File: src/rtl/servo_pwm.sv
// Hobby-servo PWM generator: one pulse per fixed frame, with the pulse width linear in the
// clamped angle. The angle is latched only at frame boundaries, so pulses are never runts.
module servo_pwm #(
  parameter int PERIOD_CYCLES = 1000000,
  parameter int MIN_PULSE     = 50000,
  parameter int TICKS_PER_DEG = 278,
  parameter int MAX_ANGLE     = 180
) (
  input  logic       clk,
  input  logic       rst,
  input  logic       enable,
  input  logic [7:0] angle,
  output logic       pwm,
  output logic       frame_start,
  output logic [7:0] cur_angle,
  output logic       running
);

  typedef enum logic {
    S_IDLE = 1'b0,
    S_RUN  = 1'b1
  } state_t;

  localparam logic [19:0] LAST_CYC = 20'(PERIOD_CYCLES - 1);
  localparam logic [7:0]  ANG_LIM  = 8'(MAX_ANGLE);

  state_t      r_state;
  state_t      w_state_nxt;
  logic [19:0] r_cnt;
  logic [19:0] w_cnt_nxt;
  logic [19:0] r_width;
  logic [19:0] w_width_nxt;
  logic        r_pwm;
  logic        w_pwm_nxt;
  logic        r_frame_start;
  logic        w_frame_start_nxt;
  logic [7:0]  r_cur_angle;
  logic [7:0]  w_cur_angle_nxt;

  logic [7:0]  w_angle_clamped;
  logic [19:0] w_width_calc;
  logic        w_frame_end;
  logic        w_new_frame;

  assign w_angle_clamped = (angle > ANG_LIM) ? ANG_LIM : angle;
  assign w_width_calc    = 20'(MIN_PULSE) + 20'(w_angle_clamped) * 20'(TICKS_PER_DEG);

  // A new frame begins either from IDLE or straight out of the last cycle of a running frame.
  assign w_frame_end = (r_state == S_RUN) && (r_cnt == LAST_CYC);
  assign w_new_frame = enable && ((r_state == S_IDLE) || w_frame_end);

  always_comb begin
    w_state_nxt       = r_state;
    w_cnt_nxt         = r_cnt;
    w_width_nxt       = r_width;
    w_cur_angle_nxt   = r_cur_angle;
    w_frame_start_nxt = 1'b0;
    w_pwm_nxt         = 1'b0;
    if (w_new_frame) begin
      w_state_nxt       = S_RUN;
      w_cnt_nxt         = 20'd0;
      w_width_nxt       = w_width_calc;
      w_cur_angle_nxt   = w_angle_clamped;
      w_frame_start_nxt = 1'b1;
      w_pwm_nxt         = (w_width_calc != 20'd0);
    end else if (r_state == S_RUN) begin
      if (w_frame_end) begin
        w_state_nxt = S_IDLE;
        w_cnt_nxt   = 20'd0;
      end else begin
        w_cnt_nxt = r_cnt + 20'd1;
        // pwm in cycle n is (n < width); a width past the frame end keeps it high throughout.
        w_pwm_nxt = ((r_cnt + 20'd1) < r_width);
      end
    end
  end

  always_ff @(posedge clk or negedge rst) begin
    if (!rst) begin
      r_state <= S_IDLE;
    end else begin
      r_state <= w_state_nxt;
    end
  end

  always_ff @(posedge clk or negedge rst) begin
    if (!rst) begin
      r_cnt         <= 20'd0;
      r_width       <= 20'd0;
      r_pwm         <= 1'b0;
      r_frame_start <= 1'b0;
      r_cur_angle   <= 8'd0;
    end else begin
      r_cnt         <= w_cnt_nxt;
      r_width       <= w_width_nxt;
      r_pwm         <= w_pwm_nxt;
      r_frame_start <= w_frame_start_nxt;
      r_cur_angle   <= w_cur_angle_nxt;
    end
  end

  assign pwm         = r_pwm;
  assign frame_start = r_frame_start;
  assign cur_angle   = r_cur_angle;
  assign running     = (r_state == S_RUN);

endmodule
File: config.mk
export PLATFORM = sky130hd
export DESIGN_NAME = servo_pwm
export DESIGN_NICKNAME = d
export VERILOG_FILES = /design/src/rtl/servo_pwm.sv
export SDC_FILE = /design/constraint.sdc
export NUM_CORES = 1
export LEC_CHECK = 0
export ABC_CLOCK_PERIOD_IN_PS = 3150
export BUFFER_PORTS_ARGS = -buffer_cell sky130_fd_sc_hd__buf_4
export CORE_MARGIN = 5
export CORE_UTILIZATION = 62
export CTS_CLUSTER_DIAMETER = 30
export DETAILED_ROUTE_END_ITERATION = 12
export PLACE_DENSITY = 0.81
export SLEW_MARGIN = 15
export SYNTH_ARGS = -nofsm -noshare
export SYNTH_HDL_FRONTEND = slang
export SYNTH_SLANG_ARGS = --single-unit
File: constraint.sdc
create_clock -name clk -period 3.15 [get_ports clk]
set_clock_uncertainty 0.05 [all_clocks]
set_input_delay 0.315 -clock clk [delete_from_list [all_inputs] [get_ports clk]]
set_output_delay 0.315 -clock clk [all_outputs]
set_load 0.01 [all_outputs]
==> After elaboration in Yosys (flattened, before gate mapping) <==
Index checks and enable logic that the tools add are counted.
{ "op_classes": {"reduce_logical": 5, "add_sub_neg": 2, "bitwise_logic": 1, "mul": 1, "magnitude_cmp": 2, "eq_ne": 1, "mux": 11} }
{ "op_table": {"columns": ["operator", "n"], "rows": [
  ["20-bit two-way mux", 3],
  ["20-bit by 1-bit adder with 20-bit output, second input constant", 1],
  ["20-bit equality test, second input constant", 1],
  ["20-bit less-than comparator", 1],
  ["20-bit nonzero test", 1],
  ["16-bit by 17-bit adder with 18-bit output, first input constant", 1],
  ["8-bit by 8-bit multiplier with 16-bit output, second input constant", 1],
  ["8-bit greater-than comparator, second input constant", 1],
  ["8-bit two-way mux", 1],
  ["1-bit two-way mux", 7],
  ["1-bit logical AND", 2],
  ["2-bit nonzero test", 1],
  ["1-bit logical OR", 1],
  ["1-bit inverter", 1]
]} }
{ "word_totals": {"regBits": 51, "elab_cells": 29} }

==> Depth between registers and ports, before layout <==
Gate-level depths: netlist of the first run.
{ "logic_depth": {"ltp_word": 6, "depth_mapped": 19, "mapped_depth_nobuf": 19} }

==> Worst setup path after synthesis of the first run <==
Ideal clock, no wire load.
{ "synth_timing": {"path_type": "in2reg", "from": "input port angle[0]", "to": "register r_width[17]", "arrival_ns": 4.420, "path_slack_ns": -1.441, "setup_ns": 0.121, "t_required_ns": 2.979, "stages": 17, "path_cell_list": "o21ai_0 a21oi_1 o21ai_0 and2_1 ha_1 ha_1 fa_1 inv_1 fa_1 nor2b_4 o2111ai_2 and3b_4 xnor2_2 a311oi_2 nor4b_4 or3_1 a22o_1"} }
{ "synth_between": {"elab_chain_len": 4} }
{ "synth_lines": {"columns": ["item", "line_no", "text"], "rows": [
  ["start: declaration", "12", "input logic [7:0] angle,"],
  ["8-bit greater-than comparator", "45", "assign w_angle_clamped = (angle > ANG_LIM) ? ANG_LIM : angle;"],
  ["8-bit two-way mux", "45", null],
  ["net w_angle_clamped[3]", "40", "logic [7:0] w_angle_clamped;"],
  ["8-bit by 8-bit multiplier with 16-bit output", "46", "assign w_width_calc = 20'(MIN_PULSE) + 20'(w_angle_clamped) * 20'(TICKS_PER_DEG);"],
  ["16-bit by 17-bit adder with 18-bit output", "46", null],
  ["end signal: assignment", "95", "r_width <= w_width_nxt;"],
  ["end: declaration", "31", "logic [19:0] r_width;"]
]} }
The timed path passes the listed nets, and every way through them passes these cells.
A chain may end at the register's enable or synchronous reset.

==> Worst setup path after layout of the first run <==
{ "layout_timing": {"from": "input port angle[0]", "to": "register r_width[16]"} }
The elaborated chain is that of the path after synthesis.

==> results list, run 1 <==
- Leading cell type in the layout, fill and taps excluded: buf_4
* I/O pin cnt: 22
- Across the VDD grid, the largest voltage drop is 0.0004633 V.
- The worst hold path begins at enable.
* # setup viols final: 13
- Vias in the first global route: between 3,000 and 4,000
* Cell depth of the worst min-delay path: 2
* Max-slew violation count: 0
- The largest individual stage delay along the critical path comes from the cell fa_1.
* Worst Path Max Fanout: 4
- Final hold violation count: 0
* Violated checks: setup timing
- Root Buffer Master: clkbuf_8
- Period minus WS final: between 4 and 5 ns
* Global-route usage over all layers: 0.2386
- The worst hold path belongs to the class primary input to flop.
* First-pass GRT wire length: 16,370 um
* Post-synthesis share of cell area spent on and, or, nand and nor gates: 0.1907
* Worst-case hold path end point: running
- Number of clock sinks: 47
- The complex-gate fraction of the synthesized area came to 0.1544.
* Unique masters post-synth: 61
* Final nets: just over 600
- In this run the standard cell core region covers 6314 um^2.
- On the worst path, the slowest cell contributes a delay of 0.54 ns.
- Power Density: 587.1 nW/um^2
* Path type of the worst setup path: primary input to flop
- Antenna violations before repair: 0
- Rows: 29
* Dominant combinational cell family by area after synthesis: adder cells
- In the finished design, the share of the clock period the worst path needs comes to 1.307.
- At the later pin of the worst-skew pair, clock insertion delay measures 0.31 ns.
* Result of the run: finished, violations left
- Worst-case reg-to-reg path depth: 12
* Clock edge transition at the registers on the reported setup and hold paths: 0.10 ns
* Multiplexer area fraction after synthesis: 0.01659
- Reg-to-Reg End: pwm
- Among all flip-flop cells after synthesis, the most frequent one is dfrtp_1.
- Detailed-route DRC error count: 0
* Synthesized area divided by synthesized cell count: roughly 9 um^2
* # H-tree levels: 2
- At the placement stage, the worst setup path has a slack of -1.326 ns.
* Final Wtd Congestion: 0.8594
- Share of post-route cells with drive strength above 1: 0.3265
- After layout, the worst setup slack is -0.9674 ns.
* Number of standard cells in the final layout excluding fillers: 610
- Based on the critical path, the design can be clocked at up to approximately 0.24 GHz.
- Post-synthesis share of cell area spent on full adders, half adders and majority gates: 0.2041
- Synthesis inferred 47 register bits.
- Traced cell by cell, the critical path runs through buf_6 -> o21ai_2 -> a21oi_2 -> o21ai_4 -> buf_12 -> nand2b_4 -> ha_4 -> ha_1 -> inv_1 -> fa_1 -> inv_2 -> ha_4 -> nor2b_4 -> o2111ai_4 -> nand4b_1 -> buf_4 -> nor4b_4 -> a311oi_4 -> and4bb_2 -> mux2i_1 -> o211ai_1.
* Setup slack of the worst register-to-register path: 0.37 ns
- Minimum hold slack: 0.1733 ns
* Kind of launch point of the worst setup path: primary input
- Port buffering added 21 buffers.
- Reported leakage power: between 0.002 and 0.003 uW
- Max-cap viol count: 0
- Entering global routing, the biggest net connects 48 pins.
* Iteration-0 DRC Markers: 301
- The die covers a little over 8000 um^2.
- Unrepaired setup endpoints after global routing: true
- Yosys printed 0 warnings.
- Ant. Diodes: 0
* Portion of the post-synthesis area used by sequential elements: 0.2943
- Most common cell on crit path: ha_4
- STA classifies the critical path endpoint as a flop.
- In the final routed layout, each cell accounts on average for 19.28 um.
- RR Startpoint: r_cnt[2]
- Summing over every cut layer, the via total after detailed routing is 3,694.
* Overflow left after global routing: 0
* Number of buffers created by CTS: 5
- Dpl cells: between 500 and 600
- Initial cell density of the core: 0.6330
- Antenna Nets Post-Route: 0
- The die is about 90 um tall.
- STA puts the critical path data required time at 3.28 ns.
- Die W: 90.29 um
* Area of the mapped netlist: between 3000 and 4000 um^2
- The first detailed-routing pass took 6 iterations.
* Worst rel slew slack: 0.5773
- After detailed routing, the number of vias per cell comes to 6.056.
* Area growth from synthesis to final layout: 32.37%
- Worst Max-Slew Pin Slew: 0.6341 ns
* Number of buffers on the longest clock path: 2
- Of all flip-flops after synthesis, the portion carrying an async set or reset was 1.000.
* Most frequent cells in the layout: 85 x buf_4, 51 x nand2_1, 47 x dfrtp_1
* Total half-perimeter wirelength after legalization and detailed placement: 6874 um
- The routed design has 11,760 um of wire.
* Fraction of synthesized cell area in xor and xnor cells: 0.07639
* Post-synth EDFFs: 0
- TritonCTS built the clock tree.
* Syn nets: 517
* Gate Count Post-Synth: 445
* Crit path arrival time: 4.25 ns
[sequential cells by signal, summed over array words and instances, names as in the netlist]
signal / cells
r_cnt: 20
frame_start: 1
cur_angle: 8
r_width: 16
pwm: 1
running: 1
[through the flow]
stage	instance area (um^2)	total power, uW	util	TNS (ns)
2_1_floorplan	4151	1568	-	-6.368
3_3_place_gp	4752	1964	0.7527	-10.00
3_5_place_dp	4752	2014	0.7527	-12.19
4_1_cts	4979	2633	0.7885	-7.012
5_1_grt	5290	3228	0.8379	-9.927
6_report	5290	3106	0.8379	-9.014
[cell families (layout without fill, tap and decap cells)]
| family | after synthesis | in the layout |
|---|---|---|
| adder cells (fa/ha/maj) | 61 | 61 |
| XOR/XNOR | 34 | 34 |
| AO/OA/AOI/OAI | 87 | 87 |
| buffers and inverters | 65 | 153 |
| other | 1 | 1 |
| multiplexers | 6 | 6 |
| AND/OR/NAND/NOR | 144 | 144 |
| flip-flops | 47 | 47 |
[cells in the mapped netlist (2+ instances only)]
| library cell | count | area, um^2 |
|---|---|---|
| a2111oi_0 | 2 | 17.52 |
| a211oi_1 | 2 | 15.01 |
| a211oi_2 | 2 | 25.02 |
| a21o_1 | 13 | 97.59 |
| a21oi_1 | 10 | 50.05 |
| a31oi_1 | 2 | 12.51 |
| and2_1 | 3 | 18.77 |
| and3_1 | 3 | 18.77 |
| buf_2 | 2 | 10.01 |
| clkbuf_1 | 8 | 30.03 |
| dfrtp_1 | 47 | 1176 |
| fa_1 | 7 | 140.1 |
| ha_1 | 54 | 675.7 |
| inv_1 | 52 | 195.2 |
| mux2_2 | 5 | 56.30 |
| nand2_1 | 54 | 202.7 |
| nand2b_1 | 18 | 112.6 |
| nand3_1 | 15 | 75.07 |
| nand4_1 | 7 | 43.79 |
| nor2_1 | 14 | 52.55 |
| nor2_2 | 2 | 12.51 |
| nor2b_1 | 5 | 31.28 |
| nor3_1 | 6 | 30.03 |
| nor4_1 | 2 | 12.51 |
| nor4_2 | 2 | 25.02 |
| o211ai_1 | 2 | 15.01 |
| o21a_1 | 2 | 15.01 |
| o21ai_0 | 31 | 155.2 |
| o21ai_1 | 2 | 10.01 |
| o31ai_1 | 4 | 30.03 |
| o41ai_1 | 2 | 17.52 |
| or2_2 | 3 | 18.77 |
| or3_1 | 3 | 18.77 |
| xnor2_1 | 27 | 236.5 |
| xor2_1 | 6 | 52.55 |
[routing by layer]
metal / share of wire / wire length (um) / GRT usage
met5: 0 / 0 / 0
met4: 0.064 / 750 / 0.1117
met3: 0.046 / 539 / 0.02250
met2: 0.51 / 6022 / 0.4390
met1: 0.38 / 4451 / 0.2758
[report_power, final]
part | internal (uW) | switching, uW
clock network | 318 | 228
logic | 992 | 965
registers | 603 | 0
total | 1910 | 1190
[worst max-delay path, delay by kind of cell]
kind | cells | cell delay [ns]
adders and majority gates | 4 | 1.30
and+or+nand+nor | 5 | 1.07
AOI/OAI and AO/OA | 6 | 0.82
buffers and inverters | 5 | 0.54
muxes | 1 | 0.19
[area by class of cell]
class                           instances  area [um^2]
Tap cell                               77        96.34
Clock inverter                          2        60.06
Multi-Input combinational cell        333         2962
Clock buffer                            6        72.57
Fill cell                             329         1023
Inverter                               53        198.9
Sequential cell                        47         1176
Timing Repair Buffer                   92        724.4
[how the worst max path moves through the flow]
| stage | slack, ns | start | end |
|---|---|---|---|
| 5_1_grt | -1.05 | angle[0] | r_width[16] |
| 3_3_place_gp | -1.15 | angle[0] | r_width[17] |
| 4_1_cts | -0.84 | angle[0] | r_width[17] |
| 2_1_floorplan | -0.96 | angle[0] | r_width[17] |
| 6_report | -0.97 | angle[0] | r_width[16] |
| 3_5_place_dp | -1.33 | angle[0] | r_width[17] |
[repair_timing]
action,in CTS,in global routing
pin swaps,15,19
endpoints found under the hold margin,47,0
setup endpoints to repair,12,13
setup buffers,5,13
gates resized for setup,11,35
hold buffers,1,0
(Power assumes the default switching activity.)
==> inputs of run 2 (changes only) <==
--- a/config.mk
+++ b/config.mk
@@ -12,6 +12,7 @@
 export CTS_CLUSTER_DIAMETER = 30
 export DETAILED_ROUTE_END_ITERATION = 12
 export PLACE_DENSITY = 0.81
+export SETUP_SLACK_MARGIN = 0.3
 export SLEW_MARGIN = 15
 export SYNTH_ARGS = -nofsm -noshare
 export SYNTH_HDL_FRONTEND = slang
==> results list, run 2 (synthesized netlist as in run 1, its figures left out) <==
- The run finished, with violations left.
- Violated checks: setup timing
* Most frequent cells in the layout: 73 x buf_4, 50 x nand2_1, 45 x dfrtp_1
* Total detailed-routing wirelength: 13,450 um (+14%)
- The number of standard cells in the layout, taps in and fillers out was 605 (-0.82%).
- The peak supply drop was 0.0005078 V (+9.6%).
* Core footprint: 6314 um^2 (unchanged)
* Max-slew violation count: 0 (unchanged)
- The multi-input logic area came to 3148 um^2 (+6.3%).
* Overflow left after global routing: 0 (unchanged)
* Crit path arrival time: 4.44 ns (+0.19 ns)
- The first-pass iteration count of the detailed router came to 8 (+2).
- The number of clock sinks seen by CTS is 47 (unchanged).
- The height of the chip was 90.29 um (unchanged).
* Via-to-Cell Ratio: 6.291 (+3.9%)
- First-pass GRT wire length: 17,930 um (+9.5%)
* Placed cell area: 4740 um^2 (-0.26%)
- Cell depth of the worst min-delay path: 2 (unchanged)
- Worst Max-Slew Pin Slew: 0.6083 ns (-0.02582 ns)
- Number of buffers on the longest clock path: 2 (unchanged)
- The total power per unit cell area is 598.7 nW/um^2 (+2.0%).
- The number of nets with antenna violations after routing is 0 (unchanged).
- The number of antenna violations at the first check in global routing was 0 (unchanged).
- The floorplan die width is 90.29 um (unchanged).
- The clock transition at the registers of the reported paths is 0.09 ns (about the same).
- The maximum fanout along the worst path came to 4 (unchanged).
* Number of filler cells placed in the layout: 302 (-8.2%)
- Unrepaired setup endpoints after global routing: true
- STA classifies the critical path startpoint as a primary input.
- Register containing the most flip-flops in the final layout: r_cnt
* # H-tree levels: 2 (unchanged)
- The detailed-route DRC error count was 0 (unchanged).
- The worst hold path begins at enable.
- Final Total Pwr: 3270 uW (+5.3%)
* Number of vias after detailed routing: 3,806 (+3.0%)
- Number of flip-flops in the largest register: 20 (unchanged)
* Flip-flop and latch area: 1179 um^2 (+0.21%)
* Leading cell type in the layout, fill and taps excluded: buf_4
* Number of buffers created by CTS: 5 (unchanged)
- The global router's overall resource usage was 0.2724 (+0.03373).
- I/O pin cnt: 22 (unchanged)
- The relative slew slack came to 0.5840 (+0.006726).
- Setup slack of the worst register-to-register path: 0.44 ns (+0.07 ns)
- Initial cell density of the core: 0.6330 (unchanged)
- The time the worst path needs with I/O delays and setup was 4.311 ns (+0.1934 ns).
- The number of placement rows came to 29 (unchanged).
- The fraction of layout instances using a drive strength above 1 was 0.3504 (+0.02392).
- Compared with the post-synthesis result, the final layout area differs by 36.69%.
- In this run the clock root is driven by a clkbuf_8.
* Clk_lat worst skew: 0.31 ns (about the same)
* Reported leakage power: 0.002595 uW (+0.68%)
* Max Freq: 0.2320 GHz (-4.5%)
- The number of nets at the end of the flow is 599 (-0.83%).
- The antenna cell count is 0 (unchanged).
- The final design area excluding fillers was 5463 um^2 (+3.3%).
- The via count of the first global-routing pass is 3,702 (+1.2%).
* Pin count of the biggest net entering global routing: 48 (unchanged)
- The number of maximum-capacitance constraint violations came to 0 (unchanged).
- # setup viols final: 12 (-1)
- The detailed placer's ending HPWL is 7270 um (+5.8%).
- In this run the worst hold path is classified as primary input to flop.
- The cell depth of the worst flop-to-flop path was 13 (+1).
- Final hold violation count: 0 (unchanged)
- Sort of element at the end of the critical path: flop
* TritonCTS clock tree: yes
- By startpoint and endpoint, the worst setup path is classified as primary input to flop.
- The final worst setup slack was -1.161 ns (-0.1934 ns).
- The cell total after placement is 581 (-0.51%).
* Worst-case hold path end point: running
- The routed length per instance was 22.22 um (+15%).
* Final worst path period share: 1.369 (+0.06141)
- Final Wtd Congestion: 0.8804 (+2.4%)
- In this run the critical register-to-register path is captured at pwm.
- Die area: 8151 um^2 (unchanged)
* Iteration-0 DRC Markers: 270 (-10%)
* RR Startpoint: r_cnt[2]
* Buffers on Ports: 21 (unchanged)
* Worst endpoint required time: 3.28 ns (about the same)
[run 2: area by class of cell]
cell class | count | area share
clock buffers | 6 | 0.01328
clock inverters | 2 | 0.01099
inverters | 53 | 0.03642
multi-input cells | 333 | 0.5763
flip-flops and latches | 47 | 0.2158
well taps | 77 | 0.01764
repair buffers | 87 | 0.1296
[run 2: worst max path at each step]
stage	startpoint	to	slack [ns]	cells past startpoint
2_1_floorplan	angle[0]	r_width[17]	-0.96	17
3_3_place_gp	angle[0]	r_width[17]	-1.14	18
3_5_place_dp	angle[0]	r_width[17]	-1.33	18
4_1_cts	angle[0]	r_width[16]	-0.87	22
5_1_grt	angle[0]	r_width[16]	-1.23	19
6_report	angle[0]	r_width[16]	-1.16	19
[run 2: per-stage QoR]
step / util / hold slack [ns] / setup TNS (ns) / setup slack [ns]
after floorplan: - / -0.03059 / -6.355 / -0.9565
after global placement: 0.7507 / 0.3121 / -9.851 / -1.144
after detailed placement: 0.7507 / 0.3158 / -11.91 / -1.330
after CTS: 0.8179 / 0.1625 / -6.628 / -0.8733
after global routing: 0.8652 / 0.1637 / -10.64 / -1.227
final: 0.8652 / 0.1598 / -10.14 / -1.161
[run 2: timing repair]
action / 4_1_cts / 5_1_grt
hold buffers: 1 / 0
buffers inserted: 7 / 8
resized for setup: 44 / 39
setup endpoints to repair: 13 / 14
hold endpoints to repair: 47 / 0
pin swaps: 33 / 17
[run 2: worst max-delay path: stages]
cell      delay [ns]
buf_8           0.10
o21ai_4         0.14
a21oi_2         0.08
o21ai_2         0.18
buf_6           0.15
and2_4          0.19
ha_4            0.21
ha_4            0.29
fa_2            0.47
buf_4           0.17
ha_4            0.24
a211oi_4        0.32
nor2_4          0.10
o221ai_4        0.26
nor4b_4         0.39
a311oi_4        0.10
and4bb_1        0.34
mux2i_1         0.26
o211ai_1        0.13
[run 2: power breakdown]
| part | internal, uW | leakage, uW | switching (uW) |
|---|---|---|---|
| clock | 318 | 0.0000654 | 223 |
| sequential | 603 | 0.000597 | 0 |
| combinational | 1040 | 0.00193 | 1090 |
| total | 1960 | 0.00260 | 1310 |
[run 2: per-layer routing]
layer | wire (um) | track usage | vias up | share of wire
li1 | - | - | 1692 | -
met1 | 4983 | 0.2986 | 1849 | 0.37
met2 | 6880 | 0.4945 | 181 | 0.51
met3 | 552 | 0.04333 | 84 | 0.041
met4 | 1030 | 0.1526 | 0 | 0.077
met5 | 0 | 0 | - | 0
==> inputs of run 3 (changes only) <==
--- a/config.mk
+++ b/config.mk
@@ -5,6 +5,7 @@
 export SDC_FILE = /design/constraint.sdc
 export NUM_CORES = 1
 export LEC_CHECK = 0
+export ABC_AREA = 1
 export ABC_CLOCK_PERIOD_IN_PS = 3150
 export BUFFER_PORTS_ARGS = -buffer_cell sky130_fd_sc_hd__buf_4
 export CORE_MARGIN = 5
==> results list, run 3 <==
- The height of the chip came to 90.40 um (+0.13%).
- The achievable frequency is 0.2565 GHz (+11%).
* Main area contributors after synthesis: dfrtp_1 29%, ha_1 17%, nand2_1 13%, inv_1 11%, fa_1 3.5%
* Overflow left after global routing: 0 (unchanged)
- Placed cell area: 4773 um^2 (+0.71%)
- Syn nets: 613 (+19%)
* Final std cell area, no fill: 5378 um^2 (-1.6%)
- The internal power is 2043 uW (+4.4%).
- Summed over all instances, the cell type with the most area after synthesis is dfrtp_1.
* First-pass GRT wire length: 16,980 um (-5.3%)
- Final design utilization: 0.8518 (-0.01348)
- Among all flip-flop cells after synthesis, the most frequent one is dfrtp_1.
- Number of synthesis warnings: 0 (unchanged)
* Worst endpoint required time: 3.29 ns (about the same)
* Area share of the largest cell type after synthesis: 0.2935 (-0.0008269)
- The number of maximum-capacitance constraint violations is 0 (unchanged).
* Reported leakage power: 0.002835 uW (+9.2%)
- Rows: 29 (unchanged)
* Sort of element at the end of the critical path: flop
- Fraction of registers with async set/reset: 1.000 (unchanged)
* I/O pin cnt: 22 (unchanged)
- Final Wtd Congestion: 0.9363 (+6.3%)
- Reg-to-Reg End: pwm
* Number of clock sinks: 47 (unchanged)
- Kind of launch point of the worst setup path: primary input
* Initial cell density of the core: 0.6348 (+0.001784)
- The buffer levels on the longest clock path came to 2 (unchanged).
- Area growth from synthesis to final layout: 34.19%
- Unique masters post-synth: 37 (-39%)
- Setup slack of the worst register-to-register path: 0.52 ns (+0.08 ns)
* Unrepaired setup endpoints after global routing: true
* Number of vias after detailed routing: 3,945 (+3.7%)
* Die area: 8172 um^2 (+0.25%)
- Most frequent cells in the layout: 106 x nand2_1, 99 x inv_1, 84 x buf_4
- # H-tree levels: 2 (unchanged)
- Among all stages on the critical path, the largest delay is contributed by fa_2.
* Crit path arrival time: 4.03 ns (-0.41 ns)
- The antenna cell count is 0 (unchanged).
- Max-slew violation count: 0 (unchanged)
* Pre-Repair DR Iteration Count: 5 (-3)
- End point of the critical path: r_width[13]
* Violated checks: setup timing
* Register containing the most flip-flops in the final layout: r_cnt
- Gate Count Post-Synth: 541 (+22%)
* Routed length per instance: 15.31 um (-31%)
* Switching share of power: 0.4320 (+0.03046)
- The final worst setup slack came to -0.7488 ns (+0.4121 ns).
- Launch point of the critical path: angle[7]
- Path type of the worst setup path: primary input to flop
* Worst Path Max Fanout: 7 (+3)
- Portion of the post-synthesis area used by sequential elements: 0.2935 (-0.0008269)
- The flip-flop count of the largest register, all copies and words added came to 20 (unchanged).
- Pin count of the biggest net entering global routing: 48 (unchanged)
- The violation count after the first detailed-routing iteration was 271 (+0.37%).
- The peak supply drop was 0.0005308 V (+4.5%).
* Final worst path period share: 1.238 (-0.1308)
* Clock share of power: 0.149 (-0.016)
* # setup viols final: 13 (+1)
- RR Startpoint: r_cnt[5]
- Result of the run: finished, violations left
* Period minus WS final: 3.899 ns (-0.4121 ns)
* Power Density: 668.8 nW/um^2 (+12%)
- The highest cell delay on the worst timing path is 0.55 ns (+0.08 ns).
- The clock transition at the registers of the reported paths came to 0.09 ns (about the same).
- Total detailed-routing wirelength: 10,830 um (-19%)
- Leading cell type by number of instances after synthesis: nand2_1
- The fraction of layout instances using a drive strength above 1 was 0.3222 (-0.02816).
* Leading cell type in the layout, fill and taps excluded: nand2_1
- Post-synth EDFFs: 0 (unchanged)
- The cell depth of the worst flop-to-flop path came to 18 (+5).
- Final hold violation count: 0 (unchanged)
- Combinational cell fraction of total power: 0.608 (-0.042)
- Final nets: 701 (+17%)
- Via-to-Cell Ratio: 5.580 (-11%)
- Sequential group share of total power: 0.242 (+0.058)
- The floorplan die width came to 90.40 um (+0.13%).
- Antenna Nets Post-Route: 0 (unchanged)
- Core footprint: 6314 um^2 (unchanged)
- Root Buffer Master: clkbuf_8
* Worst Max-Slew Pin Slew: 0.5942 ns (-0.01403 ns)
- TritonCTS clock tree: yes
- The path class of the tightest hold or removal check is primary input to flop.
* Clk_lat worst skew: 0.31 ns (about the same)
* Number of buffers created by CTS: 5 (unchanged)
* Detailed-route DRC error count: 0 (unchanged)
- The power spent charging and discharging nets came to 1554 uW (+18%).
* Vias in the first global route: 3,828 (+3.4%)
- Flip-flop and latch count after synthesis: 47 (unchanged)
- Buffers on Ports: 21 (unchanged)
- The global router's overall resource usage is 0.2462 (-0.02617).
* Area of the mapped netlist: 4008 um^2 (+0.28%)
* Total half-perimeter wirelength after legalization and detailed placement: 7273 um (about the same)
- List of most frequent post-synthesis cells: 136 x nand2_1, 115 x inv_1, 54 x ha_1
* Worst rel slew slack: 0.6038 (+0.01984)
- Synthesized area divided by synthesized cell count: 7.408 um^2 (-18%)
* Antenna violations before repair: 0 (unchanged)
==> run 3: cell count changes after synthesis, sizes merged, moves of 6 or more <==
cell    previous run  this run
a21o              13         1
clkbuf             8         2
inv               53       115
nand2             54       138
nand2b            18         0
nand3             15        28
nor2              16        25
nor2b              6         0
o21ai             33        25
o22ai              0        15
xnor2             28         1
xor2               6        16
==> run 3: worst min path at each step <==
stage / start / to / slack [ns] / depth (start not counted)
after floorplan: rst / cur_angle[0] / -0.03 / 0
after global placement: rst / r_cnt[3] / 0.31 / 1
after detailed placement: rst / r_cnt[3] / 0.32 / 1
after CTS: enable / running / 0.19 / 2
after global routing: enable / running / 0.20 / 2
final: enable / running / 0.19 / 2
==> run 3: repair_timing <==
action / 4_1_cts / 5_1_grt
setup endpoints to repair: 13 / 14
hold buffers: 1 / 0
gates resized for setup: 43 / 40
pin swaps: 21 / 30
setup buffers: 6 / 12
hold endpoints to repair: 47 / 0
==> run 3: kinds of logic (layout without fill, tap and decap cells) <==
kind of cell    Yosys count  count (layout)  share of synthesized area
compound gates           67              67                    0.09460
xor+xnor                 17              17                    0.03715
fa+ha+maj                61              61                     0.2036
flops                    47              47                     0.2935
other cells               1               1                  0.0009357
buf+inv                 124             213                     0.1218
simple gates            224             224                     0.2485
==> run 3: worst max-delay path: cells and delay by family <==
| family | cells | cell delay (ns) |
|---|---|---|
| adder cells (fa/ha/maj) | 4 | 1.54 |
| AND/OR/NAND/NOR | 13 | 1.39 |
| buffers and inverters | 6 | 0.39 |
| AO/OA/AOI/OAI | 3 | 0.36 |
==> run 3: power groups by stage <==
stage / Sequential (uW) / Combinational [uW] / Clock, uW
2_1_floorplan: 848 / 1220 / 0
3_3_place_gp: 858 / 1680 / 0
3_5_place_dp: 869 / 1750 / 0
4_1_cts: 858 / 1920 / 536
5_1_grt: 889 / 2430 / 557
6_report: 871 / 2190 / 538
==> run 3: stage by stage <==
stage | hold WS [ns] | setup TNS (ns) | setup slack [ns] | std cells | total power (uW)
2_1_floorplan | -0.03059 | -5.755 | -0.6518 | 541 | 2072
3_3_place_gp | 0.3108 | -9.663 | -0.9995 | 680 | 2537
3_5_place_dp | 0.3185 | -10.97 | -1.090 | 680 | 2622
4_1_cts | 0.1933 | -5.304 | -0.5936 | 695 | 3313
5_1_grt | 0.1986 | -8.819 | -0.9224 | 707 | 3871
6_report | 0.1868 | -6.662 | -0.7488 | 707 | 3597
==> run 3: final cells by class <==
| type | count | area [um^2] |
|---|---|---|
| Tap cell | 77 | 96.34 |
| Clock buffer | 6 | 72.57 |
| Inverter | 116 | 442.9 |
| Multi-Input combinational cell | 370 | 2839 |
| Clock inverter | 2 | 60.06 |
| Timing Repair Buffer | 89 | 689.4 |
| Sequential cell | 47 | 1177 |
| Fill cell | 340 | 935.9 |
==> run 3: layer usage <==
layer,share of wire,vias to the layer above,global-route usage
li1,-,1903,-
met4,0.039,0,0.09801
met5,0,-,0
met3,0.040,44,0.02833
met1,0.38,1868,0.2870
met2,0.54,130,0.4543
